### src/rtl/median_select_ctrl.sv
// median_select_ctrl: sequences fill_buffers through value-domain bisection
// passes over one pixel window until the rank-k (median) element is isolated.
//
// Handshakes:
//   start/busy        : start is taken only in IDLE with a legal window size.
//   replay_req        : single-cycle pulse in ISSUE asking the source to replay.
//   fill_done         : one-cycle strobe from fill_buffers; results sampled then.
//   median_valid/ready: valid rises on entry to DONE and stays high, with median
//                       held, until a cycle where valid && ready; the transfer
//                       completes on that edge.
module median_select_ctrl #(
  parameter int BUFF_SIZE     = 32,
  parameter int BUFF_SIZE_BIT = $clog2(BUFF_SIZE) + 1
) (
  input  logic                     clk,
  input  logic                     rst_n,
  input  logic                     start,
  input  logic [BUFF_SIZE_BIT-1:0] win_size,
  output logic                     busy,
  output logic [7:0]               pivot,
  output logic                     fb_sending,
  output logic                     replay_req,
  input  logic                     fill_done,
  input  logic [BUFF_SIZE_BIT-1:0] lower_size,
  input  logic [BUFF_SIZE_BIT-1:0] equal_size,
  input  logic [7:0]               max_lower,
  input  logic [7:0]               min_larger,
  output logic [7:0]               median,
  output logic                     median_valid,
  input  logic                     median_ready,
  output logic [3:0]               pass_count,
  output logic [2:0]               state_dbg
);

  localparam int BW = BUFF_SIZE_BIT;
  localparam logic [BW-1:0] MAX_N = BW'(BUFF_SIZE);

  typedef enum logic [2:0] {
    S_IDLE   = 3'd0,
    S_LOAD   = 3'd1,
    S_ISSUE  = 3'd2,
    S_FILL   = 3'd3,
    S_DECIDE = 3'd4,
    S_DONE   = 3'd5
  } state_t;

  state_t        state_q, state_d;
  logic [BW-1:0] n_q, k_q, l_q, e_q;
  logic [7:0]    lo_q, hi_q, pivot_q, median_q, maxl_q, minl_q;
  logic [3:0]    pass_q;

  logic          win_ok;
  logic [BW:0]   sum_le;
  logic          k_lt_l, k_lt_le, collapse;
  logic [7:0]    new_lo, new_hi, mid;
  logic [8:0]    mid_sum;

  assign win_ok = (win_size != '0) && (win_size <= MAX_N);

  // Bisection step: narrow [lo,hi] from the sampled partition of this pass
  always_comb begin
    sum_le  = {1'b0, l_q} + {1'b0, e_q};
    k_lt_l  = (k_q < l_q);
    k_lt_le = ({1'b0, k_q} < sum_le);
    new_lo  = lo_q;
    new_hi  = hi_q;
    if (k_lt_l)        new_hi = maxl_q;
    else if (!k_lt_le) new_lo = minl_q;
    collapse = (new_lo == new_hi);
    mid_sum  = {1'b0, new_lo} + {1'b0, new_hi};
    mid      = mid_sum[8:1];
  end

  // State register
  always_ff @(posedge clk or negedge rst_n) begin
    if (!rst_n) state_q <= S_IDLE;
    else        state_q <= state_d;
  end

  // Next-state logic
  always_comb begin
    state_d = state_q;
    case (state_q)
      S_IDLE:   if (start && win_ok) state_d = S_LOAD;
      S_LOAD:   state_d = S_ISSUE;
      S_ISSUE:  state_d = S_FILL;
      S_FILL:   if (fill_done) state_d = S_DECIDE;
      S_DECIDE: begin
        if (!k_lt_l && k_lt_le) state_d = S_DONE;
        else if (collapse)      state_d = S_DONE;
        else                    state_d = S_ISSUE;
      end
      S_DONE:   if (median_ready) state_d = S_IDLE;
      default:  state_d = S_IDLE;
    endcase
  end

  // Datapath registers: window size, rank, search bounds, pivot, result
  always_ff @(posedge clk or negedge rst_n) begin
    if (!rst_n) begin
      n_q      <= '0;
      k_q      <= '0;
      l_q      <= '0;
      e_q      <= '0;
      lo_q     <= 8'd0;
      hi_q     <= 8'd255;
      pivot_q  <= 8'd0;
      median_q <= 8'd0;
      maxl_q   <= 8'd0;
      minl_q   <= 8'd0;
      pass_q   <= 4'd0;
    end else begin
      case (state_q)
        S_IDLE: if (start && win_ok) n_q <= win_size;
        S_LOAD: begin
          k_q     <= (n_q - BW'(1)) >> 1;
          lo_q    <= 8'd0;
          hi_q    <= 8'd255;
          pivot_q <= 8'd127;
          pass_q  <= 4'd0;
        end
        S_ISSUE: if (pass_q != 4'd15) pass_q <= pass_q + 4'd1;
        // fill_buffers clears its results on the next edge, so capture now
        S_FILL: if (fill_done) begin
          l_q    <= lower_size;
          e_q    <= equal_size;
          maxl_q <= max_lower;
          minl_q <= min_larger;
        end
        S_DECIDE: begin
          lo_q <= new_lo;
          hi_q <= new_hi;
          if (!k_lt_l && k_lt_le) median_q <= pivot_q;
          else if (collapse)      median_q <= new_lo;
          else                    pivot_q  <= mid;
        end
        default: ;
      endcase
    end
  end

  // Moore outputs decoded from the current state
  always_comb begin
    busy         = (state_q != S_IDLE);
    fb_sending   = (state_q != S_FILL);
    replay_req   = (state_q == S_ISSUE);
    median_valid = (state_q == S_DONE);
    pivot        = pivot_q;
    median       = median_q;
    pass_count   = pass_q;
    state_dbg    = state_q;
  end

endmodule

### config.mk
export PLATFORM = sky130hd
export DESIGN_NAME = median_select_ctrl
export DESIGN_NICKNAME = d
export VERILOG_FILES = /design/src/rtl/median_select_ctrl.sv
export SDC_FILE = /design/constraint.sdc
export NUM_CORES = 1
export LEC_CHECK = 0
export CAP_MARGIN = 20
export CORE_AREA = 4 4 109 111
export DETAILED_ROUTE_END_ITERATION = 10
export DIE_AREA = 0 0 113 115
export SETUP_SLACK_MARGIN = 0.3
export SLEW_MARGIN = 20
export SYNTH_ARGS = -nofsm -noshare
export SYNTH_HDL_FRONTEND = slang
export SYNTH_SLANG_ARGS = --single-unit
### constraint.sdc
create_clock -name clk -period 6.75 [get_ports clk]
set_input_delay 1.35 -clock clk [delete_from_list [all_inputs] [get_ports clk]]
set_output_delay 1.35 -clock clk [all_outputs]
set_load 0.005 [all_outputs]
# Yosys cells after proc, flatten, opt, wreduce, memory -nomap -nowiden

Index checks and enable logic that the tools add are counted.

$add $sub $neg: 4
$lt $le $gt $ge: 3
Equality and inequality tests: 14
Muxes and demuxes: 18
Reduce and logical (&&, ||, !) cells: 16

Operators by type and width:

| operator              | number |
|---|---|
| $mux W8               | 7 |
| $pmux W8 S2           | 3 |
| $pmux W3 S6           | 1 |
| $mux W3               | 5 |
| $add A8 B8 Y9         | 1 |
| $eq A8 B8 Y1          | 1 |
| $ne A2 B2 Y1 const B  | 4 |
| $pmux W4 S2           | 1 |
| $reduce_and A2 Y1     | 4 |
| $add A6 B6 Y7         | 1 |
| $lt A5 B7 Y1          | 1 |
| $eq A3 B2 Y1 const B  | 2 |
| $eq A3 B3 Y1 const B  | 2 |
| $le A6 B6 Y1 const B  | 1 |
| $lt A5 B6 Y1          | 1 |
| $reduce_and A3 Y1     | 2 |
| $reduce_bool A2 Y1    | 3 |
| $reduce_bool A6 Y1    | 1 |
| $sub A6 B1 Y6 const B | 1 |
| $add A4 B1 Y4 const B | 1 |
| $mux W4               | 1 |
| $ne A2 B1 Y1 const B  | 2 |
| $ne A4 B4 Y1 const B  | 1 |
| $eq A3 B1 Y1 const B  | 1 |
| other kinds (5)       | 7 |

Register bits after elaboration: 78
Bits of input ports: 39
Output and inout port bits: 27
Word-level logic and storage cells: 67

# Depth between registers and ports, before layout

Word-level depth: 8
Gate-level depth with buffers: 19
Depth with buffers taken out: 18

# Worst setup path before layout

Ideal clock, no wire load.

Kind: reg2reg
From: register l_q[0]
To: register pivot_q[7], in the netlist pivot[7]
Library setup time: 0.125 ns
Arrival: 4.388 ns
Data required time: 6.625 ns
Setup slack: 2.238 ns
Stages on the path, launching flop included: 20
Buffers on the path: 1
Period minus slack after synthesis: 4.512 ns
Path through: dfrtp_1 > ha_1 > fa_1 > a21o_1 > a21oi_1 > xor2_1 > ha_1 > a21o_1 > a31oi_1 > a2111oi_4 > buf_6 > mux2_2 > ha_1 > fa_1 > a21o_1 > a21oi_1 > o21ai_0 > a31o_2 > a21oi_1 > mux2i_1

Longest elaborated chain between the ends: 8
Elaborated cells on any way between the ends: 16
Those cells by class: add/sub (2); order compare (2); eq/ne (3); mux (6); reduce/logical (3)

RTL lines:

| element                | line | text |
|---|---|---|
| from (decl)            | 48   | `logic [BW-1:0] n_q, k_q, l_q, e_q;` |
| from (signal assigned) | 125  | `l_q <= lower_size;` |
| $add A6 B6 Y7          | 62   | `sum_le = {1'b0, l_q} + {1'b0, e_q};` |
| $lt A5 B7 Y1           | 64   | `k_lt_le = ({1'b0, k_q} < sum_le);` |
| $mux W8                | 68   | `else if (!k_lt_le) new_lo = minl_q;` |
| $mux W8                | 67   | `if (k_lt_l) new_hi = maxl_q;` |
| $add A8 B8 Y9          | 70   | `mid_sum = {1'b0, new_lo} + {1'b0, new_hi};` |
| $mux W8                | 134  | `else if (collapse) median_q <= new_lo;` |
| $mux W8                | 133  | `if (!k_lt_l && k_lt_le) median_q <= pivot_q;` |
| $pmux W8 S2            | 113  | `case (state_q)` |
| to (signal assigned)   | 135  | `else pivot_q <= mid;` |
| to (decl)              | 49   | `logic [7:0] lo_q, hi_q, pivot_q, median_q, maxl_q, minl_q;` |

Several ways; a longest one is shown, not always the timed one. The select of a mux whose other input is x is not followed.
A chain may end at the register's enable or synchronous reset.

# Worst setup path after layout

From: register l_q[0]
To: register median_q[4], in the netlist median[4]

Longest elaborated chain between the ends: 7
Elaborated cells on any way between the ends: 13
Those cells by class: add/sub (1); order compare (2); eq/ne (1); mux (5); reduce/logical (4)

RTL lines:

| element                             | line | text |
|---|---|---|
| $add A6 B6 Y7                       | 62   |  |
| $lt A5 B7 Y1                        | 64   |  |
| $mux W8                             | 68   |  |
| $mux W8                             | 67   |  |
| $eq A8 B8 Y1                        | 69   | `collapse = (new_lo == new_hi);` |
| $reduce_bool A2 Y1 (no source line) | n/a  |  |
| $reduce_and A2 Y1 (no source line)  | n/a  |  |
| to (signal assigned)                | 133  |  |
| to (signal assigned)                | 134  |  |
| to (decl)                           | 49   |  |

Several ways; a longest one is shown, not always the timed one. The select of a mux whose other input is x is not followed.

==> results by group <==
Power
  – Pleak: 2.30 nW
  – Max VDD drop: 194 uV
  – Pwr Total: 2.54 mW
  – Power per cell area: 483 nW/um^2

Floorplan
  – Die Width: 113 um
  – Core Region: 10800 sq um
  – DIE AREA: 13000 sq um
  – IO Pins: 66
  – Initial core utilization: 39.7%
  – Die H: 115 um
  – Row count: 38

Detailed routing
  – WL final: 9.85 mm
  – Final ANT Viol Nets: 0
  – DRC: 0
  – DRT Pass-1 Iters: 4
  – Vias per Instance: 5.32
  – Vias: 3099
  – Initial drt markers: 103
  – Routed len/inst: 16.9 um

CTS
  – Resize count post-CTS: 0
  – CTS tree: done
  – Clock slew at reported path FFs: 80 ps
  – CTS Buf Count: 9
  – Maximum clock insertion buffer count: 2
  – Clock tree sinks: 78
  – Hold_buf cts: 0
  – Setup bufs post-CTS: 0
  – Clk Latency, worst-skew pair: 350 ps
  – Clk root buf: clkbuf_8
  – CTS H-tree depth: 3

Placement
  – HPWL after DPL: 7.34 mm
  – Placed Area: 5060 sq um
  – GPL Wtd Cong: 0.802
  – I/O Buffers: 65

Synthesis
  – Post-synth net total: 443
  – Number of synthesized register bits: 78
  – Most area-consuming cells after synthesis: dfrtp_1 41%, mux2_2 13%, ha_1 7.0%, dfstp_2 4.9%, mux2i_1 4.0%
  – Async S/R FF share, synth: 100%
  – Post-Syn Area: 4290 sq um
  – Share of the synthesized area in the top cell type: 40.9%
  – Warnings, synthesis: 0
  – Area leader, netlist: dfrtp_1
  – Top_reg_cell synth: dfrtp_1
  – EDFF count, synth: 0
  – Post-synthesis cell type count: 50
  – Mapped Cells: 378
  – Seq/Total Area, Yosys: 45.8%
  – Synth Area per Inst: 11.3 sq um

Critical path
  – CP Max Fanout: 17
  – Crit path kind: reg2reg
  – Setup crit end kind: register
  – CP Data Required Time: 6960 ps
  – Most frequent CP cell: ha_1
  – Crit-path max cell delay: 860 ps
  – Worst endpoint data arrival time: 5520 ps
  – Slowest CP cell: a2111oi_4
  – Cell chain of the critical path: ha_1 > fa_1 > a21o_1 > a21oi_1 > xor2_1 > ha_1 > a21o_1 > a31oi_1 > a2111oi_4 > mux2_2 > ha_1 > nor4_1 > nand2_1 > nand2b_1 > a211oi_2 > or3_1 > o221ai_1
  – Worst setup SP type: register

STA
  – Worst-margin pin slew: 945 ps
  – Minimum clock period: 5310 ps
  – Final setup fails: 0
  – Pins over their slew limit: 0
  – Final Cycle Share: 78.7%
  – Max Clock Freq: 188 MHz
  – Slew HR: 37.0%
  – RSZ-0062 raised after global routing: false
  – Setup_tns: 0 ps
  – Setup Skew: 7.93 ps
  – Final hold violation count: 0

Finish
  – Share of post-route cells with drive strength above 1: 21.2%
  – Nets: 503
  – Fill cells: 971
  – # diodes: 0
  – Final Cell Area: 5260 sq um
  – Core Util, Final: 48.7%
  – Area Growth Syn to Fin: 22.6%

Global route
  – Gr usage total: 16.0%
  – Gr ovfl total: 0
  – Largest net degree at the start of global routing: 79
  – Vias in the first global route: 3249
  – Initial antenna violation count: 0
  – Global-route wire length before repair: 16.8 mm

Min path
  – Min-Delay Path Class: reg2reg

Flow run
  – MaxCap Viol Count: 0

Outcome
  – Status: complete, no violations
## state kept, by name (all words and copies together), names as in the netlist
name and cells:
l_q 6, n_q 6, k_q 5, pivot 8, median 8, maxl_q 8, state_dbg 3, hi_q 8
minl_q 8, e_q 6, lo_q 8, pass_count 4
## metal layers
| layer | GRT usage (%) | vias up | routed length (um) |
|---|---|---|---|
| li1 | - | 1500 | - |
| met1 | 21.3 | 1524 | 4530 |
| met2 | 26.7 | 69 | 4850 |
| met3 | 3.79 | 6 | 382 |
| met4 | 3.45 | 0 | 76 |
| met5 | 0 | - | 0 |
## cells by family (layout without fill, tap and decap cells)
| group | Yosys count | in the layout | synth area share [%] |
|---|---|---|---|
| buffers and inverters | 33 | 98 | 3.36 |
| adders and majority gates | 26 | 26 | 7.94 |
| muxes | 67 | 67 | 17.1 |
| and+or+nand+nor | 79 | 79 | 9.28 |
| DFF | 78 | 78 | 45.8 |
| AOI/OAI and AO/OA | 80 | 80 | 13.5 |
| xor gates and xnor gates | 15 | 15 | 3.06 |
## cell usage in the layout (no fill, tap or decap), types with 2 or more instances in the layout
cell,instances
clkinvlp_4,4
a21o_1,6
dfstp_2,8
and3_1,9
xnor2_1,7
a211oi_2,2
clkdlybuf4s50_1,64
clkbuf_1,2
or3_1,4
nand2_1,24
nor2_1,17
nand4_1,2
clkbuf_8,9
o211ai_1,2
xor2_1,8
fa_1,2
nand2b_1,3
o221ai_1,8
mux2i_1,17
dfrtp_1,70
a21oi_1,10
o21bai_1,2
ha_1,24
a31o_1,2
a31o_2,7
nor2b_1,4
inv_1,12
buf_4,5
nor3_1,2
nand3b_1,2
o22a_1,10
a31oi_1,2
mux2_2,50
nor4_1,2
or2_2,3
o21ai_0,21
## final timing paths
check	cells after the start	to	startpoint	slack [ps]
max in group asynchronous	1	minl_q[5]	rst_n	5240
hold reg to reg	1	hi_q[5]	hi_q[5]	510
setup / recovery	17	median[4]	l_q[0]	1440
min in group asynchronous	1	e_q[2]	rst_n	1020
setup reg to reg	17	median[4]	l_q[0]	1440
hold / removal	1	hi_q[5]	hi_q[5]	510
## report_power, final
part / internal, mW / total, mW / switching, mW
logic: 0.680 / 1.35 / 0.669
registers: 0.673 / 0.849 / 0.176
clock network: 0.171 / 0.344 / 0.173
## cell type report
| class | instances | area, sq um | area share (%) |
|---|---|---|---|
| flip-flops and latches | 78 | 1960 | 37.3 |
| inverters | 12 | 45.0 | 0.857 |
| well taps | 140 | 175 | 3.33 |
| clock buffers | 11 | 131 | 2.50 |
| multi-input cells | 267 | 2190 | 41.7 |
| clock inverters | 5 | 60.1 | 1.14 |
| repair buffers | 70 | 689 | 13.1 |
## critical path: cells and delay by family (launching register included)
family | cells | cell delay (ps)
mux | 1 | 440
simple gates | 4 | 670
flops | 1 | 400
xor+xnor | 1 | 100
fa+ha+maj | 4 | 1310
compound gates | 7 | 2230
## through the flow
step / hold WS, ps / cells / worst slack [ps]
after floorplan: 473 / 378 / 2240
after global placement: 488 / 566 / 1510
after detailed placement: 500 / 567 / 1170
after CTS: 518 / 583 / 1180
after global routing: 524 / 583 / 1080
final: 515 / 583 / 1440
## cells in the mapped netlist (2+ instances only)
library cell and count:
dfrtp_1 70, mux2_2 50, ha_1 24, nand2_1 24
o21ai_0 21, mux2i_1 17, nor2_1 17, clkbuf_1 12
inv_1 12, a21oi_1 10, o22a_1 10, and3_1 9
dfstp_2 8, o221ai_1 8, xor2_1 8, a31o_2 7
xnor2_1 7, a21o_1 6, buf_2 4, nor2b_1 4
or3_1 4, a31oi_1 3, nand2b_1 3, or2_2 3
a211oi_1 2, a31o_1 2, buf_1 2, buf_4 2
fa_1 2, nand3b_1 2, nand4_1 2, nor3_1 2
nor4_1 2, o211ai_1 2, o21bai_1 2
Power figures use the tool's default switching activity.
